`src/rtl/zbus_master.sv`:
```
// Z80-style memory cycle master: derives a CPU clock from the SDRAM clock and
// sequences MREQ/RD/WR through T1..T3, each state one full CPU clock period.
//   state  | meaning
//   S_IDLE | waiting for a request at a CPU clock rise
//   S_T1   | address out; strobes (and write data) asserted at the fall
//   S_T2   | write strobe asserted at the fall for writes
//   S_T3   | strobes released, read data captured, ack pulsed at the fall
module zbus_master #(
    parameter int HALF_PERIOD = 4
) (
    input  logic        i_clk_sdram,
    input  logic        i_rst,
    input  logic        i_req,
    input  logic        i_we,
    input  logic [15:0] i_addr,
    input  logic [7:0]  i_wdata,
    input  logic [7:0]  i_bus_d,
    output logic        o_clk_cpu,
    output logic        o_mreq_n,
    output logic        o_rd_n,
    output logic        o_wr_n,
    output logic [15:0] o_addr,
    output logic [7:0]  o_data,
    output logic        o_data_oe,
    output logic        o_busy,
    output logic        o_ack,
    output logic [7:0]  o_rdata
);

    typedef enum logic [1:0] {S_IDLE, S_T1, S_T2, S_T3} state_t;

    state_t      r_state, w_state_nxt;
    logic [7:0]  r_phase, w_phase_nxt;
    logic        r_clk_cpu, w_clk_cpu_nxt;
    logic        r_we, w_we_nxt;
    logic [7:0]  r_wdata, w_wdata_nxt;
    logic [15:0] r_addr, w_addr_nxt;
    logic [7:0]  r_data, w_data_nxt;
    logic [7:0]  r_rdata, w_rdata_nxt;
    logic        r_mreq_n, w_mreq_n_nxt;
    logic        r_rd_n, w_rd_n_nxt;
    logic        r_wr_n, w_wr_n_nxt;
    logic        r_data_oe, w_data_oe_nxt;
    logic        r_busy, w_busy_nxt;
    logic        r_ack, w_ack_nxt;
    logic        w_tick, w_rise, w_fall;

    // Every edge event coincides with the phase wrap, so all outputs move with the toggle.
    assign w_tick = (r_phase == 8'(HALF_PERIOD - 1));
    assign w_rise = w_tick && !r_clk_cpu;
    assign w_fall = w_tick && r_clk_cpu;

    always_comb begin
        w_state_nxt   = r_state;
        w_phase_nxt   = w_tick ? 8'd0 : r_phase + 8'd1;
        w_clk_cpu_nxt = r_clk_cpu ^ w_tick;
        w_we_nxt      = r_we;
        w_wdata_nxt   = r_wdata;
        w_addr_nxt    = r_addr;
        w_data_nxt    = r_data;
        w_rdata_nxt   = r_rdata;
        w_mreq_n_nxt  = r_mreq_n;
        w_rd_n_nxt    = r_rd_n;
        w_wr_n_nxt    = r_wr_n;
        w_data_oe_nxt = r_data_oe;
        w_busy_nxt    = r_busy;
        w_ack_nxt     = 1'b0;
        case (r_state)
            S_IDLE: begin
                if (w_rise && i_req) begin
                    w_we_nxt    = i_we;
                    w_addr_nxt  = i_addr;
                    w_wdata_nxt = i_wdata;
                    w_busy_nxt  = 1'b1;
                    w_state_nxt = S_T1;
                end
            end
            S_T1: begin
                if (w_fall) begin
                    w_mreq_n_nxt = 1'b0;
                    if (r_we) begin
                        w_data_oe_nxt = 1'b1;
                        w_data_nxt    = r_wdata;
                    end else begin
                        w_rd_n_nxt = 1'b0;
                    end
                end
                if (w_rise) w_state_nxt = S_T2;
            end
            S_T2: begin
                if (w_fall && r_we) w_wr_n_nxt = 1'b0;
                if (w_rise) w_state_nxt = S_T3;
            end
            S_T3: begin
                if (w_fall) begin
                    w_mreq_n_nxt  = 1'b1;
                    w_rd_n_nxt    = 1'b1;
                    w_wr_n_nxt    = 1'b1;
                    w_data_oe_nxt = 1'b0;
                    if (!r_we) w_rdata_nxt = i_bus_d;
                    w_ack_nxt     = 1'b1;
                    w_busy_nxt    = 1'b0;
                    w_state_nxt   = S_IDLE;
                end
            end
            default: w_state_nxt = S_IDLE;
        endcase
    end

    always_ff @(posedge i_clk_sdram) begin
        if (i_rst) begin
            r_state   <= S_IDLE;
            r_phase   <= 8'd0;
            r_clk_cpu <= 1'b0;
            r_we      <= 1'b0;
            r_wdata   <= 8'h00;
            r_addr    <= 16'h0000;
            r_data    <= 8'h00;
            r_rdata   <= 8'h00;
            r_mreq_n  <= 1'b1;
            r_rd_n    <= 1'b1;
            r_wr_n    <= 1'b1;
            r_data_oe <= 1'b0;
            r_busy    <= 1'b0;
            r_ack     <= 1'b0;
        end else begin
            r_state   <= w_state_nxt;
            r_phase   <= w_phase_nxt;
            r_clk_cpu <= w_clk_cpu_nxt;
            r_we      <= w_we_nxt;
            r_wdata   <= w_wdata_nxt;
            r_addr    <= w_addr_nxt;
            r_data    <= w_data_nxt;
            r_rdata   <= w_rdata_nxt;
            r_mreq_n  <= w_mreq_n_nxt;
            r_rd_n    <= w_rd_n_nxt;
            r_wr_n    <= w_wr_n_nxt;
            r_data_oe <= w_data_oe_nxt;
            r_busy    <= w_busy_nxt;
            r_ack     <= w_ack_nxt;
        end
    end

    assign o_clk_cpu = r_clk_cpu;
    assign o_mreq_n  = r_mreq_n;
    assign o_rd_n    = r_rd_n;
    assign o_wr_n    = r_wr_n;
    assign o_addr    = r_addr;
    assign o_data    = r_data;
    assign o_data_oe = r_data_oe;
    assign o_busy    = r_busy;
    assign o_ack     = r_ack;
    assign o_rdata   = r_rdata;

endmodule

```
`config.mk`:
```
export PLATFORM = sky130hd
export DESIGN_NAME = zbus_master
export DESIGN_NICKNAME = d
export VERILOG_FILES = /design/src/rtl/zbus_master.sv
export SDC_FILE = /design/constraint.sdc
export NUM_CORES = 1
export LEC_CHECK = 0
export ABC_AREA = 1
export CORE_AREA = 4 4 95 97
export CTS_BUF_LIST = sky130_fd_sc_hd__clkbuf_8
export DETAILED_ROUTE_END_ITERATION = 10
export DIE_AREA = 0 0 99 101
export PLACE_DENSITY = 0.59
export SETUP_SLACK_MARGIN = 0.4
export SLEW_MARGIN = 20
export SYNTH_ARGS = -nofsm -noshare
export SYNTH_HDL_FRONTEND = slang
export SYNTH_SLANG_ARGS = --single-unit
```
`constraint.sdc`:
```
create_clock -name i_clk_sdram -period 2.3 [get_ports i_clk_sdram]
set_clock_uncertainty 0.05 [all_clocks]
set_input_delay 0.345 -clock i_clk_sdram [delete_from_list [all_inputs] [get_ports i_clk_sdram]]
set_output_delay 0.345 -clock i_clk_sdram [all_outputs]
set_load 0.02 [all_outputs]
```
==> results of run 1 <==
-- synth_stat cells, types with 2 or more instances --
cell / number / area (um^2)
nand3_1: 7 / 35.0
inv_1: 50 / 188
nand4_1: 2 / 12.5
a21oi_1: 36 / 180
nand2_2: 2 / 12.5
o21ai_0: 34 / 170
nand2_1: 28 / 105
nor2_1: 42 / 158
dfxtp_1: 58 / 1160
ha_1: 8 / 100
inv_2: 2 / 7.51
buf_6: 7 / 78.8
buf_4: 3 / 22.5
o21ai_1: 12 / 60.1
xor2_1: 2 / 17.5
-- area by class of cell --
cell class	count	area, um^2
Clock buffer	11	151
Clock inverter	5	52.6
Fill cell	832	4690
Inverter	52	195
Multi-Input combinational cell	180	958
Sequential cell	58	1160
Tap cell	105	131
Timing Repair Buffer	78	791
-- layout by cell type, fill, tap and decap left out, types with 2 or more instances in the layout --
cell              n
nand2_1          28
a21oi_1          36
ha_2              2
xor2_1            2
clkbuf_8         11
nand3_1           6
nor2_4            2
o21ai_0          28
buf_4             2
clkinv_2          3
inv_1            50
clkdlybuf4s50_1  74
nand2_2           2
ha_1              5
nand3_4           2
nor2_1           41
dfxtp_1          58
nand4_1           2
inv_2             2
o21ai_1          18
-- flip-flops by register name, summed over array words and instances (netlist names), 2 cells and up --
signal,cells
r_state,2
r_wdata,8
r_phase,8
o_data,8
o_addr,16
o_rdata,8
-- cell families (layout without fill, tap and decap cells) --
group | after synthesis | count (layout) | synth area share
buffers and inverters | 63 | 146 | 0.127
AOI/OAI and AO/OA | 84 | 84 | 0.179
DFF | 58 | 58 | 0.487
adders and majority gates | 8 | 8 | 0.0420
xor gates and xnor gates | 3 | 3 | 0.0110
and+or+nand+nor | 85 | 85 | 0.154
-- critical path: stages (launching register included) --
cell	delay, ns
dfxtp_1	0.36
ha_2	0.22
nand3_2	0.12
nor2_4	0.17
ha_2	0.25
nand3_4	0.08
buf_8	0.20
o21ai_0	0.19
a21oi_1	0.06
-- layer usage --
layer | vias to the layer above | track usage | routed length [um]
met1 | 929 | 0.141 | 2540
li1 | 1109 | - | -
met3 | 6 | 0.0471 | 361
met5 | - | 0 | 0
met2 | 50 | 0.182 | 2600
met4 | 0 | 0.0473 | 57
-- per-stage QoR --
step | cells | setup WS, ns
floorplan | 301 | 0.595
global placement | 471 | 0.359
detailed placement | 471 | 0.311
CTS | 489 | 0.408
global route | 489 | 0.352
finish | 489 | 0.474
-- final timing paths --
| kind | start | endpoint | slack (ns) |
|---|---|---|---|
| setup / recovery | r_phase[0]$_SDFF_PP0_ | r_wdata[1]$_SDFFE_PP0P_ | 0.47 |
| hold / removal | r_wdata[0]$_SDFFE_PP0P_ | r_wdata[0]$_SDFFE_PP0P_ | 0.39 |
| setup reg to reg | r_phase[0]$_SDFF_PP0_ | r_wdata[1]$_SDFFE_PP0P_ | 0.47 |
| hold reg to reg | r_wdata[0]$_SDFFE_PP0P_ | r_wdata[0]$_SDFFE_PP0P_ | 0.39 |
-- power groups by stage --
| stage | clock network [uW] | registers, uW | logic (uW) |
|---|---|---|---|
| global route | 1040 | 1100 | 494 |
| floorplan | 0 | 1130 | 256 |
| global placement | 0 | 1110 | 424 |
| detailed placement | 0 | 1110 | 428 |
| finish | 948 | 1090 | 436 |
| CTS | 990 | 1090 | 435 |
-- repair_timing --
item,in CTS,in global routing
buffers inserted,2,0
setup endpoints to repair,42,44
gates resized for setup,5,11
pin swaps,1,1
hold buffers,0,0
==> impl_results.md, run 1 <==
* Leakage at ~0.0013 uW
* Sequential share of power at 0.440
* Starting DRT DRC Count at 56
* I/O pin total at 75
* Max FO, Critical Path at around 50
* Latest clock arrival within the worst-skew pair at 0.33 ns
* Reg2Reg Depth at 8
* Core Util, Final at 0.423
* Synth warn at 0
* Die Y at roughly 100 um
* Slew headroom at 0.801
* Tcrit/Tclk final at 0.794
* Sw Ratio at 0.269
* CTS buffer count at 9
* Top_reg_cell synth: dfxtp_1
* Maximum vdd ir drop at 0.262 mV
* Routed len/inst at 11.4 um
* Asr flop ratio synth at 0
* Setup CP Type: reg2reg
* Setup violators final at 0
* Status: finished, final reports clean
* CTS tree: yes
* Routed via count at 2094
* Die area at 10000 um^2
* Syn Area/Cell at 7.92 um^2
* Worst min-delay path category: reg2reg
* Final hold viol count at 0
* Power density over the cells at 719 nW/um^2
* Post-route minimum period at about 1.8 ns
* Total Power at roughly 2500 uW
* H-tree levels at 3
* Post-route cell area at 3440 um^2
* First-pass GRT wire length at 9.11 mm
* Worst Setup End Kind: flop
* Total GRT Usage at 0.116
* Clock slew at reported path FFs at 0.06 ns
* Seq/Total Area, Yosys at 0.487
* Drt pass-1 iters at 4
* Synth Instances at 301
* Achievable frequency at 548 MHz
* Post-synthesis sequential element count at 58
* Vias in the first global route at 1924
* Number of I/O port buffers at 74
* Comb pwr share at 0.176
* GP Congestion at roughly 0.81
* Initial antenna violation count at 0
* Final net count at 423
* Die Wd at roughly 99 um
* Initial Utilization at 0.293
* Synthesis-to-layout area growth at 44.4%
* Num rows at 33
* Worst slew pin tran at 0.299 ns
* Post-DR vias/cell at 4.28
* Overflow left after global routing at 0
* Cell Area, Synth at between 2000 and 2500 um^2
* Hold path depth at 2
* # DRC at 0
* Setup tns final at 0 ns
* Synthesized net count at 345
* # clock sinks at 58
* Worst EP arrival at roughly 2 ns
* CP startpoint kind: flop
* Final wirelength at 5.56 mm
* Largest net degree at the start of global routing at 52
* Post-Place Cell Area at around 3200 um^2
* RSZ-0062 raised after global routing: yes
* Antenna-violating nets left at 0
* Clk network pwr share at 0.383
* Share of layout cells above drive strength 1 at 0.0885
* MaxCap Viol Count at 0
* Bufs on Longest Clock Path at 2
* Slew Viols, Final at 0
* DP Wirelength at approximately 4.0 mm
* Ant. Diodes at 0
* CTS root buf: clkbuf_8
* CP Data Required Time at around 2.5 ns
* Power Internal at ~1800 uW
* Number of flops mapped to enable cells by yosys at 0
* Post-synth cell types at 23
* Worst hold slack at 0.391 ns
* Sw Pwr at about 670 uW
* Core Region at 8130 um^2
No activity file was read; power rests on OpenSTA's default activity.
==> run 2: changes to the inputs <==
PLACE_DENSITY = 0.61   (was 0.59)
clock period = 1.65 ns   (was 2.3 ns; I/O delays follow)
==> run 2 against run 1 <==
Compared with the run above: register-to-register slack worse by 0.46 ns; non-clock buffer count rose by 21; clock power rose by 15%; sequential power up 39%; setup slack worse by 0.46 ns; power rose by 33%; routed wire length grew 19%; via count increased by 5.7%; fmax is 11% higher; count of clock-buffer cells in the layout down 1; largest cell class unchanged; largest power group unchanged; highest routed layer unchanged.
==> impl_results.md, run 2 (same netlist as run 1, synthesis figures left out) <==
* Slew Viols, Final at 0 (unchanged)
* Final net count at 445 (+5.2%)
* Leakage at 0.00153 uW (+18%)
* CP startpoint kind: flop
* Maximum vdd ir drop at 0.394 mV (+50%)
* Latest clock arrival within the worst-skew pair at 0.33 ns (about the same)
* Worst slack, placed at -0.0335 ns (-0.344 ns)
* Worst hold slack at 0.389 ns (-0.00238 ns)
* Worst min-delay path category: reg2reg
* I/O pin total at 75 (unchanged)
* CTS tree: yes
* Status: finished, final reports clean
* Core Util, Final at 0.450 (+0.0268)
* Achievable frequency at 610 MHz (+11%)
* First-pass GRT wire length at 9.92 mm (+8.8%)
* Worst Setup End Kind: flop
* Worst EP arrival at 1.80 ns (-0.19 ns)
* Setup violators final at 0 (unchanged)
* Synthesis-to-layout area growth at 53.5%
* Post-route minimum period at 1.64 ns (-0.188 ns)
* MaxCap Viol Count at 0 (unchanged)
* Share of layout cells above drive strength 1 at 0.318 (+0.229)
* Largest net degree at the start of global routing at 51 (-1.9%)
* Sw Pwr at 957 uW (+44%)
* Total GRT Usage at 0.124 (+0.00776)
* Number of I/O port buffers at 74 (unchanged)
* CTS root buf: clkbuf_8
* Worst slew pin tran at 0.407 ns (+0.108 ns)
* H-tree levels at 3 (unchanged)
* Drt pass-1 iters at 4 (unchanged)
* Routed via count at 2214 (+5.7%)
* Core Region at 8130 um^2 (unchanged)
* Post-route cell area at 3660 um^2 (+6.3%)
* Ant. Diodes at 0 (unchanged)
* Die Y at 101 um (unchanged)
* Bufs on Longest Clock Path at 2 (unchanged)
* Clock slew at reported path FFs at 0.06 ns (about the same)
* Starting DRT DRC Count at 43 (-23%)
* Antenna-violating nets left at 0 (unchanged)
* # clock sinks at 58 (unchanged)
* Overflow left after global routing at 0 (unchanged)
* Comb pwr share at 0.209 (+0.033)
* DP Wirelength at 4.12 mm (+3.6%)
* Power Internal at 2340 uW (+29%)
* Clk network pwr share at 0.329 (-0.054)
* Final hold viol count at 0 (unchanged)
* # DRC at 0 (unchanged)
* GP Congestion at 0.756 (-6.9%)
* Post-DR vias/cell at 4.33 (+1.2%)
* Total Power at 3300 uW (+33%)
* Max FO, Critical Path at 8 (-84%)
* Most frequent cells in the layout: 53 x inv_1, 53 x dfxtp_1, 36 x nor2_1
* Die area at 10000 um^2 (unchanged)
* RSZ-0062 raised after global routing: yes
* CP Data Required Time at 1.81 ns (-0.66 ns)
* Initial antenna violation count at 0 (unchanged)
* Sw Ratio at 0.290 (+0.0211)
* Setup CP Type: reg2reg
* Sequential share of power at 0.462 (+0.022)
* Slew headroom at 0.728 (-0.0724)
* Tcrit/Tclk final at 0.993 (+0.199)
* Power density over the cells at 901 nW/um^2 (+25%)
* Max reg flops at 16 (unchanged)
* Hold-fix buffers, CTS at 0 (unchanged)
* Post-Place Cell Area at 3300 um^2 (+3.9%)
* Vias in the first global route at 2187 (+14%)
* Die Wd at 99 um (unchanged)
* CTS buffer count at 9 (unchanged)
* Initial Utilization at 0.293 (unchanged)
* Setup ws final at 0.0113 ns (-0.462 ns)
* Routed len/inst at 12.9 um (+14%)
* Num rows at 33 (unchanged)
* Final wirelength at 6.61 mm (+19%)
==> run 2: metrics by stage <==
step	setup TNS, ns	instances
after floorplan	0	301
after CTS	0	505
final	0	511
after global routing	-2.55	511
after detailed placement	-0.269	476
after global placement	-0.0234	476
==> run 2: worst paths after layout <==
| check | startpoint | endpoint | slack (ns) | depth (start not counted) |
|---|---|---|---|---|
| worst max-delay path | r_phase[0]$_SDFF_PP0_ | o_data[1]$_SDFFE_PP0P_ | 0.01 | 9 |
| worst min-delay path | o_addr[5]$_SDFFE_PP0P_ | o_addr[5]$_SDFFE_PP0P_ | 0.39 | 2 |
| worst max register to register | r_phase[0]$_SDFF_PP0_ | o_data[1]$_SDFFE_PP0P_ | 0.01 | 9 |
| worst min register to register | o_addr[5]$_SDFFE_PP0P_ | o_addr[5]$_SDFFE_PP0P_ | 0.39 | 2 |
==> run 2: power by group through the flow <==
stage	combinational (uW)	sequential [uW]	clock [uW]
2_1_floorplan	374	1580	0
3_3_place_gp	619	1550	0
3_5_place_dp	631	1550	0
4_1_cts	649	1520	1140
5_1_grt	785	1530	1190
6_report	690	1520	1090
==> run 2: cell type report <==
cell class	instances	area (um^2)
well taps	105	131
clock inverters	6	26.3
inverters	52	198
repair buffers	99	872
flip-flops and latches	58	1170
fillers	812	4480
clock buffers	10	138
multi-input cells	181	1130
==> run 2: worst max-delay path: stages, from the launching register on <==
cell and delay [ns]:
dfxtp_2 0.36, ha_4 0.15, nand3_4 0.07, nor2_4 0.16, ha_4 0.19, buf_4 0.10
buf_4 0.10, nand3_4 0.12, o21ai_1 0.16, a21oi_1 0.05
==> run 2: timing repair <==
item / in CTS / in global routing
gates resized for setup: 141 / 58
cloned: 1 / 4
setup buffers: 12 / 2
setup endpoints to repair: 88 / 79
pin swaps: 3 / 14
==> run 2: routing by layer <==
layer | up-vias | track usage | routed length [um]
met3 | 13 | 0.0284 | 267
met4 | 0 | 0.0609 | 129
met2 | 52 | 0.208 | 3220
met5 | - | 0 | 0
li1 | 1159 | - | -
met1 | 990 | 0.149 | 2990
==> run 3: changes to the inputs <==
MAX_ROUTING_LAYER = met4   (was default)
==> run 3 against run 2 <==
Compared with the run above: setup slack hardly changed; cell count stayed put; worst hold slack barely moved; routed wire length down 0.27%; core utilization fell by 0.22 points; sequential cell count unchanged; first-iteration DRC count is 9.3% higher; highest routed layer unchanged.
==> impl_results.md, run 3 (same netlist as run 1, synthesis figures left out) <==
* RSZ-0062 raised after global routing: yes
* Cell family with most CP delay: simple AND/OR/NAND/NOR gates
* Number of I/O port buffers at 74 (unchanged)
* Share of layout cells above drive strength 1 at 0.323 (+0.00493)
* FF-to-FF End: o_addr[9]$_SDFFE_PP0P_
* Achievable frequency at 610 MHz (about the same)
* Bufs on Longest Clock Path at 2 (unchanged)
* Tcrit/Tclk final at 0.993 (about the same)
* Comb pwr share at 0.210 (about the same)
* Final wirelength at 6.59 mm (-0.27%)
* CTS buffer count at 9 (unchanged)
* Maximum vdd ir drop at 0.392 mV (-0.31%)
* Hold-fix buffers, CTS at 0 (unchanged)
* Setup violators final at 0 (unchanged)
* Slew Viols, Final at 0 (unchanged)
* Worst min-delay path category: reg2reg
* Initial Utilization at 0.293 (unchanged)
* Overflow left after global routing at 0 (unchanged)
* Drt pass-1 iters at 4 (unchanged)
* Synthesis-to-layout area growth at 52.8%
* Sw Ratio at 0.290 (-0.000505)
* Hold path startpoint: o_addr[5]$_SDFFE_PP0P_
* Hold path endpoint: o_addr[5]$_SDFFE_PP0P_
* CP startpoint kind: flop
* Starting DRT DRC Count at 47 (+9.3%)
* Initial antenna violation count at 0 (unchanged)
* H-tree levels at 3 (unchanged)
* I/O pin total at 75 (unchanged)
* CTS tree: yes
* Post-route minimum period at 1.64 ns (-0.000220 ns)
* Status: finished, final reports clean
* Num rows at 33 (unchanged)
* CP Data Required Time at 1.82 ns (about the same)
* Cells along the critical path: nor2_2, nand3_2, nor2_4, ha_4, nand3_4, clkbuf_16, o21ai_1, a21oi_1
* Post-DR vias/cell at 4.37 (+0.95%)
* Die Wd at 99 um (unchanged)
* Power density over the cells at 905 nW/um^2 (+0.41%)
* Worst Setup End Kind: flop
* Total GRT Usage at 0.128 (+0.00420)
* DP Wirelength at 4.12 mm (unchanged)
* Most frequent cells in the layout: 53 x inv_1, 53 x dfxtp_1, 36 x nor2_1
* Routed len/inst at 12.9 um (-0.27%)
* Reg2Reg Depth at 8 (-1)
* Antenna-violating nets left at 0 (unchanged)
* Vias in the first global route at 2166 (-0.96%)
* # DRC at 0 (unchanged)
* Post-route cell area at 3640 um^2 (-0.48%)
* R2r setup slk at 0.01 ns (about the same)
* MaxCap Viol Count at 0 (unchanged)
* Worst slew pin tran at 0.399 ns (-0.00836 ns)
* Die Y at 101 um (unchanged)
* Max reg flops at 16 (unchanged)
* Largest net degree at the start of global routing at 51 (unchanged)
* Crit-path max cell delay at 0.34 ns (-0.02 ns)
* Hold path depth at 2 (unchanged)
* Die area at 10000 um^2 (unchanged)
* Clk network pwr share at 0.328 (about the same)
* Setup CP Type: reg2reg
* Total Power at 3290 uW (about the same)
* Routed via count at 2235 (+0.95%)
* Max FO, Critical Path at 6 (-2)
* Post-Place Cell Area at 3300 um^2 (unchanged)
* Power Internal at 2340 uW (about the same)
* Slowest cell on crit path: dfxtp_2
* Sw Pwr at 954 uW (-0.25%)
* Latest clock arrival within the worst-skew pair at 0.33 ns (about the same)
* Core Region at 8130 um^2 (unchanged)
* Reg-to-reg critical path startpoint: r_phase[5]$_SDFF_PP0_
* Ant. Diodes at 0 (unchanged)
* Sequential share of power at 0.462 (about the same)
* CP bufs+invs at 1 (-1)
* First-pass GRT wire length at 9.94 mm (+0.27%)
* GP Congestion at 0.765 (+1.3%)
* # clock sinks at 58 (unchanged)
* Leakage at 0.00154 uW (+0.56%)
* Worst EP arrival at 1.81 ns (about the same)
* CTS root buf: clkbuf_8
* Final hold viol count at 0 (unchanged)
* Slew headroom at 0.734 (+0.00558)
* Final net count at 445 (unchanged)
* Clock slew at reported path FFs at 0.06 ns (about the same)
run 3: changes by cell type in the layout (fill, tap and decap cells not counted), sizes merged:
cell | previous run | this run
buf | 53 | 57
clkdlybuf4s15 | 8 | 4
run 3: cell type report:
class	instances	area [um^2]
Fill cell	817	4490
Sequential cell	58	1170
Timing Repair Buffer	99	847
Multi-Input combinational cell	181	1130
Tap cell	105	131
Inverter	52	198
Clock buffer	10	138
Clock inverter	6	26.3
run 3: repair_timing:
action / in CTS / in global routing
pin swaps: 3 / 14
buffers inserted: 12 / 2
resized for setup: 141 / 64
endpoints found under the setup margin: 88 / 84
gates cloned: 1 / 4
run 3: worst max path at each step:
stage	startpoint	to	slack, ns	cells after the start
6_report	r_phase[5]$_SDFF_PP0_	o_addr[9]$_SDFFE_PP0P_	0.01	8
5_1_grt	r_phase[0]$_SDFF_PP0_	o_rdata[5]$_SDFFE_PP0P_	-0.09	9
4_1_cts	r_phase[1]$_SDFF_PP0_	o_rdata[5]$_SDFFE_PP0P_	0.03	9
3_5_place_dp	r_phase[0]$_SDFF_PP0_	o_rdata[4]$_SDFFE_PP0P_	-0.03	9
3_3_place_gp	r_phase[1]$_SDFF_PP0_	o_rdata[2]$_SDFFE_PP0P_	-0.007	9
2_1_floorplan	r_phase[1]$_SDFF_PP0_	o_rdata[0]$_SDFFE_PP0P_	0.14	9
run 3: worst register-to-register path, cell delays in order (launching register included):
cell and delay, ns:
dfxtp_2 0.34, nor2_2 0.09, nand3_2 0.11, nor2_4 0.20, ha_4 0.19, nand3_4 0.16, clkbuf_16 0.22, o21ai_1 0.12
a21oi_1 0.05
run 3: power groups by stage:
stage	Sequential (uW)	Clock, uW	Combinational, uW
after detailed placement	1550	0	631
final	1520	1080	691
after global placement	1550	0	619
after CTS	1520	1140	649
after global routing	1530	1190	786
after floorplan	1580	0	374
run 3: through the flow:
step / setup WS, ns / hold slack (ns) / utilization / setup TNS, ns / std cells
2_1_floorplan: 0.144 / 0.264 / - / 0 / 301
3_3_place_gp: -0.00692 / 0.377 / 0.406 / -0.0234 / 476
3_5_place_dp: -0.0335 / 0.387 / 0.406 / -0.269 / 476
4_1_cts: 0.0310 / 0.398 / 0.441 / 0 / 505
5_1_grt: -0.0946 / 0.403 / 0.448 / -2.53 / 511
6_report: 0.0116 / 0.389 / 0.448 / 0 / 511
run 3: metal layers:
metal,routed length [um],GRT usage,vias up
li1,-,-,1161
met1,3000,0.150,1012
met2,3190,0.206,49
met3,262,0.0304,13
met4,146,0.0609,0
met5,0,-,-
